File: src/rtl/board_draw_sched_if.sv
// Bundle of request, board-RAM and renderer signals around the draw scheduler.
// The slave modport is the scheduler's view. The master modport is the view of
// the surrounding game logic, board RAM and renderer.
interface board_draw_sched_if #(
  parameter int ADDR_W = 8
);
  logic              redraw;
  logic              upd_valid;
  logic              upd_ready;
  logic [3:0]        upd_col;
  logic [4:0]        upd_row;
  logic [2:0]        upd_type;
  logic [ADDR_W-1:0] cell_addr;
  logic              cell_rd;
  logic [2:0]        cell_data;
  logic              box_start;
  logic [9:0]        box_x0;
  logic [8:0]        box_y0;
  logic [8:0]        box_color;
  logic              box_done;
  logic              busy;
  logic              frame_done;

  modport master (
    output redraw, upd_valid, upd_col, upd_row, upd_type, cell_data, box_done,
    input  upd_ready, cell_addr, cell_rd, box_start, box_x0, box_y0, box_color,
           busy, frame_done
  );

  modport slave (
    input  redraw, upd_valid, upd_col, upd_row, upd_type, cell_data, box_done,
    output upd_ready, cell_addr, cell_rd, box_start, box_x0, box_y0, box_color,
           busy, frame_done
  );
endinterface

File: src/rtl/board_draw_sched.sv
// Tetris playfield draw scheduler.
// It walks the board RAM for a full redraw, or paints a single requested cell.
// For each cell it hands the box renderer a start pulse, the cell's top-left
// corner and its palette colour. It then waits for the renderer's done pulse.
module board_draw_sched #(
  parameter int COLS   = 10,
  parameter int ROWS   = 20,
  parameter int CELL_W = 64,
  parameter int CELL_H = 24,
  parameter int ADDR_W = 8
) (
  input  logic              CLOCK_50,
  input  logic              resetn,
  board_draw_sched_if.slave bus
);

  typedef enum logic [2:0] {
    S_IDLE  = 3'd0,
    S_RD    = 3'd1,
    S_LAT   = 3'd2,
    S_ISSUE = 3'd3,
    S_WAIT  = 3'd4,
    S_ADV   = 3'd5
  } state_t;

  localparam logic [3:0] COL_LAST = 4'(COLS - 1);
  localparam logic [4:0] ROW_LAST = 5'(ROWS - 1);

  // Cell type to RRR_GGG_BBB colour.
  function automatic logic [8:0] palette(input logic [2:0] cell_type);
    logic [8:0] c;
    case (cell_type)
      3'd0:    c = 9'h000;
      3'd1:    c = 9'h03F;
      3'd2:    c = 9'h1F8;
      3'd3:    c = 9'h147;
      3'd4:    c = 9'h038;
      3'd5:    c = 9'h1C0;
      3'd6:    c = 9'h007;
      3'd7:    c = 9'h1E0;
      default: c = 9'h000;
    endcase
    return c;
  endfunction

  state_t            state, state_n;
  logic [4:0]        row, row_n;
  logic [3:0]        col, col_n;
  logic              is_upd, is_upd_n;
  logic              pending, pending_n;
  logic [8:0]        color, color_n;
  logic              frame_done_n;
  logic              ready;
  logic              cell_rd, box_start, busy, frame_done;
  logic [ADDR_W-1:0] cell_addr;
  logic [9:0]        box_x0;
  logic [8:0]        box_y0;

  // Next-state, counter, pending-flag and colour selection for the sequencer.
  always_comb begin
    state_n      = state;
    row_n        = row;
    col_n        = col;
    is_upd_n     = is_upd;
    pending_n    = pending | bus.redraw;
    color_n      = color;
    frame_done_n = 1'b0;
    ready        = 1'b0;
    case (state)
      S_IDLE: begin
        if (pending || bus.redraw) begin
          // A redraw wins over a simultaneous update, which stays held off.
          row_n     = 5'd0;
          col_n     = 4'd0;
          pending_n = 1'b0;
          is_upd_n  = 1'b0;
          state_n   = S_RD;
        end else if (bus.upd_valid && resetn) begin
          ready    = 1'b1;
          row_n    = bus.upd_row;
          col_n    = bus.upd_col;
          is_upd_n = 1'b1;
          color_n  = palette(bus.upd_type);
          state_n  = S_ISSUE;
        end else begin
          state_n = S_IDLE;
        end
      end
      S_RD: begin
        state_n = S_LAT;
      end
      S_LAT: begin
        // RAM data is valid in the cycle after the read strobe.
        color_n = palette(bus.cell_data);
        state_n = S_ISSUE;
      end
      S_ISSUE: begin
        // A done pulse arriving together with the start is not acted on.
        state_n = S_WAIT;
      end
      S_WAIT: begin
        if (bus.box_done) begin
          state_n = is_upd ? S_IDLE : S_ADV;
        end else begin
          state_n = S_WAIT;
        end
      end
      S_ADV: begin
        if (col < COL_LAST) begin
          col_n   = col + 4'd1;
          state_n = S_RD;
        end else if (row < ROW_LAST) begin
          col_n   = 4'd0;
          row_n   = row + 5'd1;
          state_n = S_RD;
        end else begin
          frame_done_n = 1'b1;
          state_n      = S_IDLE;
        end
      end
      default: begin
        state_n = S_IDLE;
      end
    endcase
  end

  // State, counters and registered outputs. Coordinates follow the counters,
  // and the counters do not move between ISSUE and the accepted done pulse.
  always_ff @(posedge CLOCK_50 or negedge resetn) begin
    if (!resetn) begin
      state      <= S_IDLE;
      row        <= 5'd0;
      col        <= 4'd0;
      is_upd     <= 1'b0;
      pending    <= 1'b0;
      color      <= 9'd0;
      cell_rd    <= 1'b0;
      box_start  <= 1'b0;
      busy       <= 1'b0;
      frame_done <= 1'b0;
      cell_addr  <= '0;
      box_x0     <= 10'd0;
      box_y0     <= 9'd0;
    end else begin
      state      <= state_n;
      row        <= row_n;
      col        <= col_n;
      is_upd     <= is_upd_n;
      pending    <= pending_n;
      color      <= color_n;
      cell_rd    <= (state_n == S_RD);
      box_start  <= (state_n == S_ISSUE);
      busy       <= (state_n != S_IDLE);
      frame_done <= frame_done_n;
      cell_addr  <= ADDR_W'(row_n) * ADDR_W'(COLS) + ADDR_W'(col_n);
      box_x0     <= 10'(col_n) * 10'(CELL_W);
      box_y0     <= 9'(row_n) * 9'(CELL_H);
    end
  end

  assign bus.upd_ready  = ready;
  assign bus.cell_rd    = cell_rd;
  assign bus.cell_addr  = cell_addr;
  assign bus.box_start  = box_start;
  assign bus.box_x0     = box_x0;
  assign bus.box_y0     = box_y0;
  assign bus.box_color  = color;
  assign bus.busy       = busy;
  assign bus.frame_done = frame_done;

endmodule
File: src/flat_wrapper.sv
// flat-port wrapper written by rule: the top's interface ports become plain ports
module board_draw_sched_flat 
#(
  parameter int COLS   = 10,
  parameter int ROWS   = 20,
  parameter int CELL_W = 64,
  parameter int CELL_H = 24,
  parameter int ADDR_W = 8
)
  (CLOCK_50, resetn, bus_redraw, bus_upd_valid, bus_upd_col, bus_upd_row, bus_upd_type, bus_cell_data, bus_box_done, bus_upd_ready, bus_cell_addr, bus_cell_rd, bus_box_start, bus_box_x0, bus_box_y0, bus_box_color, bus_busy, bus_frame_done);
  board_draw_sched_if #(.ADDR_W(ADDR_W)) bus_i ();
  input  logic CLOCK_50;
  input  logic resetn;
  input wire logic [$bits(bus_i.redraw)-1:0] bus_redraw;
  input wire logic [$bits(bus_i.upd_valid)-1:0] bus_upd_valid;
  input wire logic [$bits(bus_i.upd_col)-1:0] bus_upd_col;
  input wire logic [$bits(bus_i.upd_row)-1:0] bus_upd_row;
  input wire logic [$bits(bus_i.upd_type)-1:0] bus_upd_type;
  input wire logic [$bits(bus_i.cell_data)-1:0] bus_cell_data;
  input wire logic [$bits(bus_i.box_done)-1:0] bus_box_done;
  output wire logic [$bits(bus_i.upd_ready)-1:0] bus_upd_ready;
  output wire logic [$bits(bus_i.cell_addr)-1:0] bus_cell_addr;
  output wire logic [$bits(bus_i.cell_rd)-1:0] bus_cell_rd;
  output wire logic [$bits(bus_i.box_start)-1:0] bus_box_start;
  output wire logic [$bits(bus_i.box_x0)-1:0] bus_box_x0;
  output wire logic [$bits(bus_i.box_y0)-1:0] bus_box_y0;
  output wire logic [$bits(bus_i.box_color)-1:0] bus_box_color;
  output wire logic [$bits(bus_i.busy)-1:0] bus_busy;
  output wire logic [$bits(bus_i.frame_done)-1:0] bus_frame_done;
  assign bus_i.redraw = bus_redraw;
  assign bus_i.upd_valid = bus_upd_valid;
  assign bus_i.upd_col = bus_upd_col;
  assign bus_i.upd_row = bus_upd_row;
  assign bus_i.upd_type = bus_upd_type;
  assign bus_i.cell_data = bus_cell_data;
  assign bus_i.box_done = bus_box_done;
  assign bus_upd_ready = bus_i.upd_ready;
  assign bus_cell_addr = bus_i.cell_addr;
  assign bus_cell_rd = bus_i.cell_rd;
  assign bus_box_start = bus_i.box_start;
  assign bus_box_x0 = bus_i.box_x0;
  assign bus_box_y0 = bus_i.box_y0;
  assign bus_box_color = bus_i.box_color;
  assign bus_busy = bus_i.busy;
  assign bus_frame_done = bus_i.frame_done;
  board_draw_sched #(.COLS(COLS), .ROWS(ROWS), .CELL_W(CELL_W), .CELL_H(CELL_H), .ADDR_W(ADDR_W)) u_core (.CLOCK_50(CLOCK_50), .resetn(resetn), .bus(bus_i));
endmodule
File: config.mk
export PLATFORM = sky130hd
export DESIGN_NAME = board_draw_sched_flat
export DESIGN_NICKNAME = d
export VERILOG_FILES = /design/src/rtl/board_draw_sched_if.sv /design/src/rtl/board_draw_sched.sv /design/src/flat_wrapper.sv
export SDC_FILE = /design/constraint.sdc
export NUM_CORES = 1
export LEC_CHECK = 0
export BUFFER_PORTS_ARGS = -buffer_cell sky130_fd_sc_hd__buf_2
export CAP_MARGIN = 25
export CELL_PAD_IN_SITES_DETAIL_PLACEMENT = 2
export CELL_PAD_IN_SITES_GLOBAL_PLACEMENT = 2
export CORE_ASPECT_RATIO = 0.9
export CORE_MARGIN = 4
export CORE_UTILIZATION = 29
export CTS_CLUSTER_DIAMETER = 120
export DETAILED_ROUTE_END_ITERATION = 12
export PLACE_DENSITY_LB_ADDON = 0.1
export SLEW_MARGIN = 15
export SYNTH_ARGS = -nofsm -noshare
export SYNTH_HDL_FRONTEND = slang
export SYNTH_SLANG_ARGS = --single-unit
File: constraint.sdc
create_clock -name CLOCK_50 -period 3.3 [get_ports CLOCK_50]
set_input_delay 0.33 -clock CLOCK_50 [delete_from_list [all_inputs] [get_ports CLOCK_50]]
set_output_delay 0.33 -clock CLOCK_50 [all_outputs]
set_load 0.02 [all_outputs]
==> results of run 1 <==
-- layer usage --
| metal | global-route usage | vias up | routed length [um] |
|---|---|---|---|
| met5 | 0 | - | 0 |
| met4 | 0.03934 | 0 | 76 |
| met3 | 0.02410 | 6 | 258 |
| met2 | 0.2413 | 46 | 3041 |
| met1 | 0.2068 | 948 | 3240 |
| li1 | - | 939 | - |
-- per-stage QoR --
stage,setup TNS (ns),hold slack [ns],std cells,util,area (um^2)
finish,-0.07049,0.09709,406,0.3969,3039
global route,-0.2606,0.1358,406,0.3969,3039
CTS,-0.1060,0.1082,406,0.3967,3038
detailed placement,-0.1028,0.4240,394,0.3794,2905
global placement,-0.03759,0.4309,394,0.3794,2905
floorplan,-0.1294,0.03441,231,-,2410
-- registers in the layout (all words and copies together) (netlist names), named ones only --
signal	cells
u_core.pending	1
u_core.bus.cell_rd	1
u_core.col	3
u_core.bus.box_start	1
u_core.is_upd	1
u_core.bus.box_color	5
u_core.bus.frame_done	1
u_core.row	5
u_core.bus.cell_addr	7
u_core.state	3
u_core.bus.busy	1
u_core.bus.box_y0	5
-- final cells by class --
cell class	instances	area (um^2)	share of cell area
Multi-Input combinational cell	160	1321	0.4347
Sequential cell	35	878.3	0.2890
Clock buffer	8	100.1	0.03294
Timing Repair Buffer	92	563.0	0.1853
Tap cell	96	120.1	0.03952
Inverter	15	56.30	0.01853
-- kinds of logic (layout without fill, tap and decap cells) --
family | Yosys count | count (layout) | synth area share
adder cells (fa/ha/maj) | 23 | 23 | 0.1338
other | 1 | 9 | 0.001617
AND/OR/NAND/NOR | 61 | 61 | 0.1607
buffers and inverters | 36 | 115 | 0.08953
multiplexers | 9 | 9 | 0.04207
flip-flops | 35 | 35 | 0.3776
XOR/XNOR | 11 | 11 | 0.04154
AO/OA/AOI/OAI | 47 | 47 | 0.1532
-- worst min-delay path by stage --
stage / cells after the start / slack [ns] / endpoint / startpoint
after detailed placement: 2 / 0.42 / u_core.pending / resetn
after floorplan: 0 / 0.03 / asynchronous set/reset pin / resetn
after global routing: 2 / 0.14 / u_core.row[0] / resetn
final: 2 / 0.1 / u_core.bus.frame_done / resetn
after CTS: 2 / 0.11 / u_core.bus.frame_done / resetn
after global placement: 2 / 0.43 / u_core.pending / resetn
-- what timing repair did --
item / 4_1_cts / 5_1_grt
resized for setup: 1 / 1
pin swaps: 3 / 1
buffers inserted: 4 / 0
hold endpoints to repair: 0 / 0
setup endpoints to repair: 1 / 1
-- cell usage in the layout (no fill, tap or decap), types with 3 or more instances in the layout --
| cell type | count |
|---|---|
| fa_1 | 3 |
| nand3b_1 | 3 |
| a211oi_1 | 4 |
| inv_1 | 14 |
| nor3_1 | 5 |
| nor2_1 | 10 |
| ha_1 | 18 |
| nand2_1 | 11 |
| nor2b_1 | 5 |
| clkbuf_8 | 7 |
| xnor2_1 | 9 |
| mux2_1 | 5 |
| buf_4 | 41 |
| a21o_1 | 5 |
| a221o_1 | 3 |
| buf_2 | 51 |
| nand3_1 | 5 |
| a21oi_1 | 9 |
| dfrtp_1 | 33 |
| nand2b_1 | 3 |
| conb_1 | 9 |
| o21ai_0 | 7 |
| mux2i_1 | 3 |
-- report_power, final --
group / internal, mW / switching (mW)
clock: 0.191 / 0.160
sequential: 0.587 / 0.0925
combinational: 0.606 / 0.769
==> impl_metrics.sql, run 1 <==
INSERT INTO impl_metrics (metric_group, metric, value, unit) VALUES
('logic_synthesis', 'async_reset_ff_frac', '1.000', ''),
('timing', 'post-route-min-period', '3.370', 'ns'),
('logic_synthesis', 'synth_commonest_cells', 'dfrtp_1 (35), ha_1 (20), buf_4 (17), inv_1 (15), nand2_1 (12)', ''),
('floorplanning', 'floorplan_die_height', '92.85', 'um'),
('power_and_ir_drop', 'power_density', '791.5', 'nW/um^2'),
('logic_synthesis', 'number_of_register_bits_inferred_by_synthesis', '35', ''),
('clock_tree', 'cts.clk_slew.worst_paths', '0.08', 'ns'),
('clock_tree', 'cts_buffers', '5', ''),
('detailed_routing', 'initialDrtViolationCount', '32', ''),
('timing', 'finalSetupViolations', '1', ''),
('floorplanning', 'rows', '30', ''),
('timing', 'grt_setup_unrepaired', 'true', ''),
('logic_synthesis', 'synthTopCellsByArea', 'dfrtp_1 (38%), ha_1 (11%), buf_4 (5.5%)', ''),
('power_and_ir_drop', 'p_leak', '1.632', 'nW'),
('grt', 'first_global_vias', '2219', ''),
('critical_path', 'critical_path.reg2reg.startpoint', 'u_core.row[0]', ''),
('hold_path', 'holdCritPathClass', 'in2async', ''),
('run_status', 'status', 'complete, but fails checks', ''),
('detailed_routing', 'drt_pass1_iterations', '4', ''),
('critical_path', 'ff2ff_path_depth', '13', ''),
('logic_synthesis', 'post-synth-top-count-cell', 'dfrtp_1', ''),
('grt', 'grt_remaining_overflow', '0', ''),
('critical_path', 'path_depth', '13', ''),
('grt', 'number_of_antenna_violations_at_the_first_check_in_global_routing', '0', ''),
('critical_path', 'worstPathMaxFanout', '3', ''),
('placed_design', 'gpl.final_weighted_congestion', '0.7677', ''),
('logic_synthesis', 'syn_area_per_cell', '10.40', 'um^2'),
('logic_synthesis', 'synth_cells', '223', ''),
('floorplanning', 'core_area', '7657', 'um^2'),
('clock_tree', 'cts_root_buffer', 'clkbuf_8', ''),
('critical_path', 'critical_path_buf_inv_count', '0', ''),
('critical_path', 'critical_path.startpoint_type', 'register', ''),
('placed_design', 'port_buffers', '51', ''),
('critical_path', 'setup.worst_path.start', 'u_core.row[0]', ''),
('detailed_routing', 'drcViolationCount', '0', ''),
('power_and_ir_drop', 'total_power', '2.405', 'mW'),
('placed_design', 'detailed_place_hpwl', '5268', 'um'),
('clock_tree', 'cts_htree_levels', '2', ''),
('timing', 'post_route_clock_period_utilization', '1.021', ''),
('timing', 'worstMarginPinSlew', '0.6075', 'ns'),
('floorplanning', 'initial_utilization', '0.3029', ''),
('critical_path', 'timing.critical_path.arrival', '3.59', 'ns'),
('critical_path', 'worst-r2r-setup-slack', '-0.07', 'ns'),
('logic_synthesis', 'synth_seq_area_share', '0.3776', ''),
('logic_synthesis', 'synth_largest_type_area_fraction', '0.3776', ''),
('finish', 'finalNetCount', '352', ''),
('finish', 'antennaDiodeCount', '0', ''),
('critical_path', 'crit-reg2reg-capture', 'u_core.bus.cell_addr[7]', ''),
('finish', 'final_layout_size_suffix_gt1_frac', '0.3903', ''),
('detailed_routing', 'drtAntennaViolNets', '0', ''),
('timing', 'finalWorstSetupSlack', '-0.07049', 'ns'),
('critical_path', 'timing.critical_path.mode_cell', 'nand2_1', ''),
('floorplanning', 'floorplan.die.width', '102.3', 'um'),
('detailed_routing', 'postRouteWirelength', '6617', 'um'),
('logic_synthesis', 'yosys_warnings', '0', ''),
('critical_path', 'path_cells', 'a211o_1, nand2_1, and3_1, o221ai_1, a22o_1, ha_1, ha_2, fa_1, nand2_1, o21bai_4, mux2_4, o22ai_2, xnor2_1', ''),
('floorplanning', 'die_area', '9496', 'um^2'),
('critical_path', 'crit_type', 'reg2reg', ''),
('clock_tree', 'cts-root-to-sink-buffers', '2', ''),
('grt', 'grt_use_total', '0.1497', ''),
('clock_tree', 'cts_num_sinks', '35', ''),
('power_and_ir_drop', 'worst_ir_drop_vdd', '0.2343', 'mV'),
('clock_tree', 'cts_tree', 'built', ''),
('run_status', 'failing_checks', 'negative setup slack', ''),
('floorplanning', 'top_level_port_count', '61', ''),
('timing', 'timing.final.max_slew_violations', '0', ''),
('clock_tree', 'clock_latency', '0.29', 'ns'),
('logic_synthesis', 'synth_top_flop_cell', 'dfrtp_1', ''),
('timing', 'final.setup_skew', '0.006426', 'ns'),
('critical_path', 'worstPathRequired', '3.52', 'ns'),
('grt', 'grt_start_max_net_pins', '36', '');
(Power assumes the default switching activity.)
==> run 2: changes to the inputs <==
--- a/config.mk
+++ b/config.mk
@@ -7,7 +7,7 @@
 export LEC_CHECK = 0
 export BUFFER_PORTS_ARGS = -buffer_cell sky130_fd_sc_hd__buf_2
 export CAP_MARGIN = 25
-export CELL_PAD_IN_SITES_DETAIL_PLACEMENT = 2
+export CELL_PAD_IN_SITES_DETAIL_PLACEMENT = 1
 export CELL_PAD_IN_SITES_GLOBAL_PLACEMENT = 2
 export CORE_ASPECT_RATIO = 0.9
 export CORE_MARGIN = 4
==> run 2 against run 1 <==
  * The run still ends with negative setup slack left
  * Power fell by 1.9%
  * Global-route usage shrank 1.3 points
  * Register-to-register slack got worse by 0.06 ns
  * Worst setup slack got worse by 0.058 ns
  * Utilization increased by 0.29 points
  * Final area grew 0.74%
  * Count of clock-buffer cells in the layout fell by 1
  * Flip-flop and latch count unchanged
  * Critical path depth shrank 1
  * Hold slack hardly changed
  * First-iteration DRC count up 6.3%
  * Maximum frequency shrank 1.7%
==> impl_metrics.sql, run 2 (synthesis results as in run 1) <==
INSERT INTO impl_metrics (metric_group, metric, value, unit) VALUES
('run_status', 'status', 'complete, but fails checks', ''),
('run_status', 'failing_checks', 'negative setup slack', ''),
('placed_design', 'dpl.cell_count', '394', ''),
('clock_tree', 'cts-hold-fix-buffers', '0', ''),
('grt', 'gr-usage-met2', '0.2105', ''),
('floorplanning', 'initial_utilization', '0.3029', ''),
('placed_design', 'detailed_place_hpwl', '4866', 'um'),
('clock_tree', 'cts_buffers', '5', ''),
('grt', 'grt_first_pass_wirelength', '10050', 'um'),
('timing', 'worst_hold_slack', '0.09683', 'ns'),
('detailed_routing', 'initialDrtViolationCount', '34', ''),
('placed_design', 'port_buffers', '51', ''),
('timing', 'grt_setup_unrepaired', 'true', ''),
('finish', 'mostFrequentLayoutCell', 'buf_2', ''),
('critical_path', 'setup.worst_path.start', 'u_core.state[0]', ''),
('timing', 'post_route_clock_period_utilization', '1.039', ''),
('timing', 'finalWorstSetupSlack', '-0.1285', 'ns'),
('clock_tree', 'cts_tree', 'built', ''),
('finish', 'max_reg_flops', '7', ''),
('timing', 'timing_hold_violations_final', '0', ''),
('timing', 'max_clock_freq', '291.7', 'MHz'),
('finish', 'max_flop_register', 'u_core.bus.cell_addr', ''),
('finish', 'antennaDiodeCount', '0', ''),
('grt', 'number_of_antenna_violations_at_the_first_check_in_global_routing', '0', ''),
('grt', 'grt_remaining_overflow', '0', ''),
('critical_path', 'cp-endpoint', 'u_core.bus.cell_addr[7]', ''),
('floorplanning', 'top_level_port_count', '61', ''),
('critical_path', 'crit-reg2reg-capture', 'u_core.bus.cell_addr[7]', ''),
('critical_path', 'crit_type', 'reg2reg', ''),
('detailed_routing', 'postRouteWirelength', '6062', 'um'),
('grt', 'first_global_vias', '2024', ''),
('floorplanning', 'floorplan.die.width', '102.3', 'um'),
('finish', 'layout_common_cells', 'buf_2 (51), buf_4 (43), dfrtp_1 (32)', ''),
('grt', 'grt_util_met3', '0.02937', ''),
('job', 'maxCapViolations', '0', ''),
('critical_path', 'critical_path.reg2reg.startpoint', 'u_core.state[0]', ''),
('finish', 'finalNetCount', '354', ''),
('floorplanning', 'core_area', '7657', 'um^2'),
('critical_path', 'critical_path.startpoint_type', 'register', ''),
('timing', 'final.setup_skew', '0.006483', 'ns'),
('critical_path', 'worstPathMaxFanout', '5', ''),
('timing', 'finalSetupViolations', '1', ''),
('critical_path', 'ff2ff_path_depth', '12', ''),
('detailed_routing', 'routedWlPerCell', '14.86', 'um'),
('timing', 'slew_headroom', '0.6022', ''),
('clock_tree', 'cts-root-to-sink-buffers', '2', ''),
('grt', 'met1_usage', '0.1933', ''),
('placed_design', 'gpl.final_weighted_congestion', '0.7677', ''),
('clock_tree', 'clock_latency', '0.29', 'ns'),
('detailed_routing', 'route.vias.total', '1921', ''),
('timing', 'post-route-min-period', '3.428', 'ns'),
('floorplanning', 'rows', '30', ''),
('power_and_ir_drop', 'p_leak', '1.640', 'nW'),
('critical_path', 'worst-r2r-setup-slack', '-0.13', 'ns'),
('finish', 'final-instance-count-excl-fill', '408', ''),
('clock_tree', 'cts_num_sinks', '35', ''),
('detailed_routing', 'via_density_per_instance', '4.708', ''),
('detailed_routing', 'drtAntennaViolNets', '0', ''),
('timing', 'timing.final.max_slew_violations', '0', ''),
('grt', 'grt_use_total', '0.1369', ''),
('critical_path', 'setup.worst_path.end_class', 'register', ''),
('critical_path', 'timing.critical_path.arrival', '3.65', 'ns'),
('grt', 'global_routing_s_busiest_layer', 'met2', ''),
('power_and_ir_drop', 'worst_ir_drop_vdd', '0.2330', 'mV'),
('detailed_routing', 'drcViolationCount', '0', ''),
('hold_path', 'holdCritPathClass', 'in2async', ''),
('floorplanning', 'floorplan_die_height', '92.85', 'um'),
('floorplanning', 'die_area', '9496', 'um^2'),
('clock_tree', 'cts.clk_slew.worst_paths', '0.07', 'ns'),
('detailed_routing', 'drt_pass1_iterations', '4', ''),
('placed_design', 'place_worst_setup_slack', '-0.09380', 'ns'),
('grt', 'grt_start_max_net_pins', '36', ''),
('clock_tree', 'cts_root_buffer', 'clkbuf_8', ''),
('finish', 'final_layout_size_suffix_gt1_frac', '0.4103', ''),
('critical_path', 'worstPathRequired', '3.52', 'ns'),
('finish', 'area_growth', '31.99', '%'),
('clock_tree', 'cts_htree_levels', '2', ''),
('timing', 'worstMarginPinSlew', '0.5944', 'ns'),
('power_and_ir_drop', 'power_density', '770.4', 'nW/um^2');
==> run 2: how the worst min path moves through the flow <==
stage	startpoint	to	depth (start not counted)
6_report	resetn	u_core.pending	2
5_1_grt	resetn	u_core.bus.frame_done	2
4_1_cts	resetn	u_core.pending	2
3_5_place_dp	resetn	u_core.pending	2
3_3_place_gp	resetn	u_core.pending	2
2_1_floorplan	resetn	asynchronous set/reset pin	0
==> run 2: worst max-delay path: stages (launching register included) <==
cell	delay [ns]
dfrtp_1	0.42
or3_4	0.41
nor4_4	0.32
buf_4	0.18
nand2_2	0.05
o211ai_1	0.20
ha_1	0.35
fa_1	0.59
nand2_1	0.08
o21bai_4	0.18
mux2_4	0.30
o22ai_2	0.14
xnor2_1	0.12
==> run 2: repair_timing <==
action / 4_1_cts / 5_1_grt
buffers inserted: 3 / 3
gates resized for setup: 2 / 6
pin swaps: 1 / 5
endpoints found under the setup margin: 1 / 1
==> run 2: metrics by stage <==
stage	power [mW]	TNS [ns]	area (um^2)	util
3_5_place_dp	2.027	-0.09380	2905	0.3794
3_3_place_gp	2.015	-0.03759	2905	0.3794
2_1_floorplan	1.571	-0.1294	2410	-
5_1_grt	2.560	-0.2892	3062	0.3998
6_report	2.359	-0.1285	3062	0.3998
4_1_cts	2.365	-0.1133	3014	0.3936
==> run 2: metal layers <==
layer  vias to the layer above  part of all wire
met4                         0             0.012
met5                         -                 0
met3                         6             0.049
met2                        44              0.44
li1                        947                 -
met1                       924              0.50
==> run 2: final cells by class <==
| class | instances | area [um^2] |
|---|---|---|
| Fill cell | 931 | 4596 |
| Multi-Input combinational cell | 160 | 1346 |
| Sequential cell | 35 | 879.6 |
| Timing Repair Buffer | 94 | 578.1 |
| Tap cell | 96 | 120.1 |
| Clock buffer | 7 | 76.32 |
| Inverter | 15 | 56.30 |
| Clock inverter | 1 | 5.005 |
==> run 2: power by group <==
group / total [mW] / internal, mW / switching (mW)
logic: 1.37 / 0.615 / 0.759
registers: 0.675 / 0.587 / 0.0880
clock network: 0.310 / 0.148 / 0.162
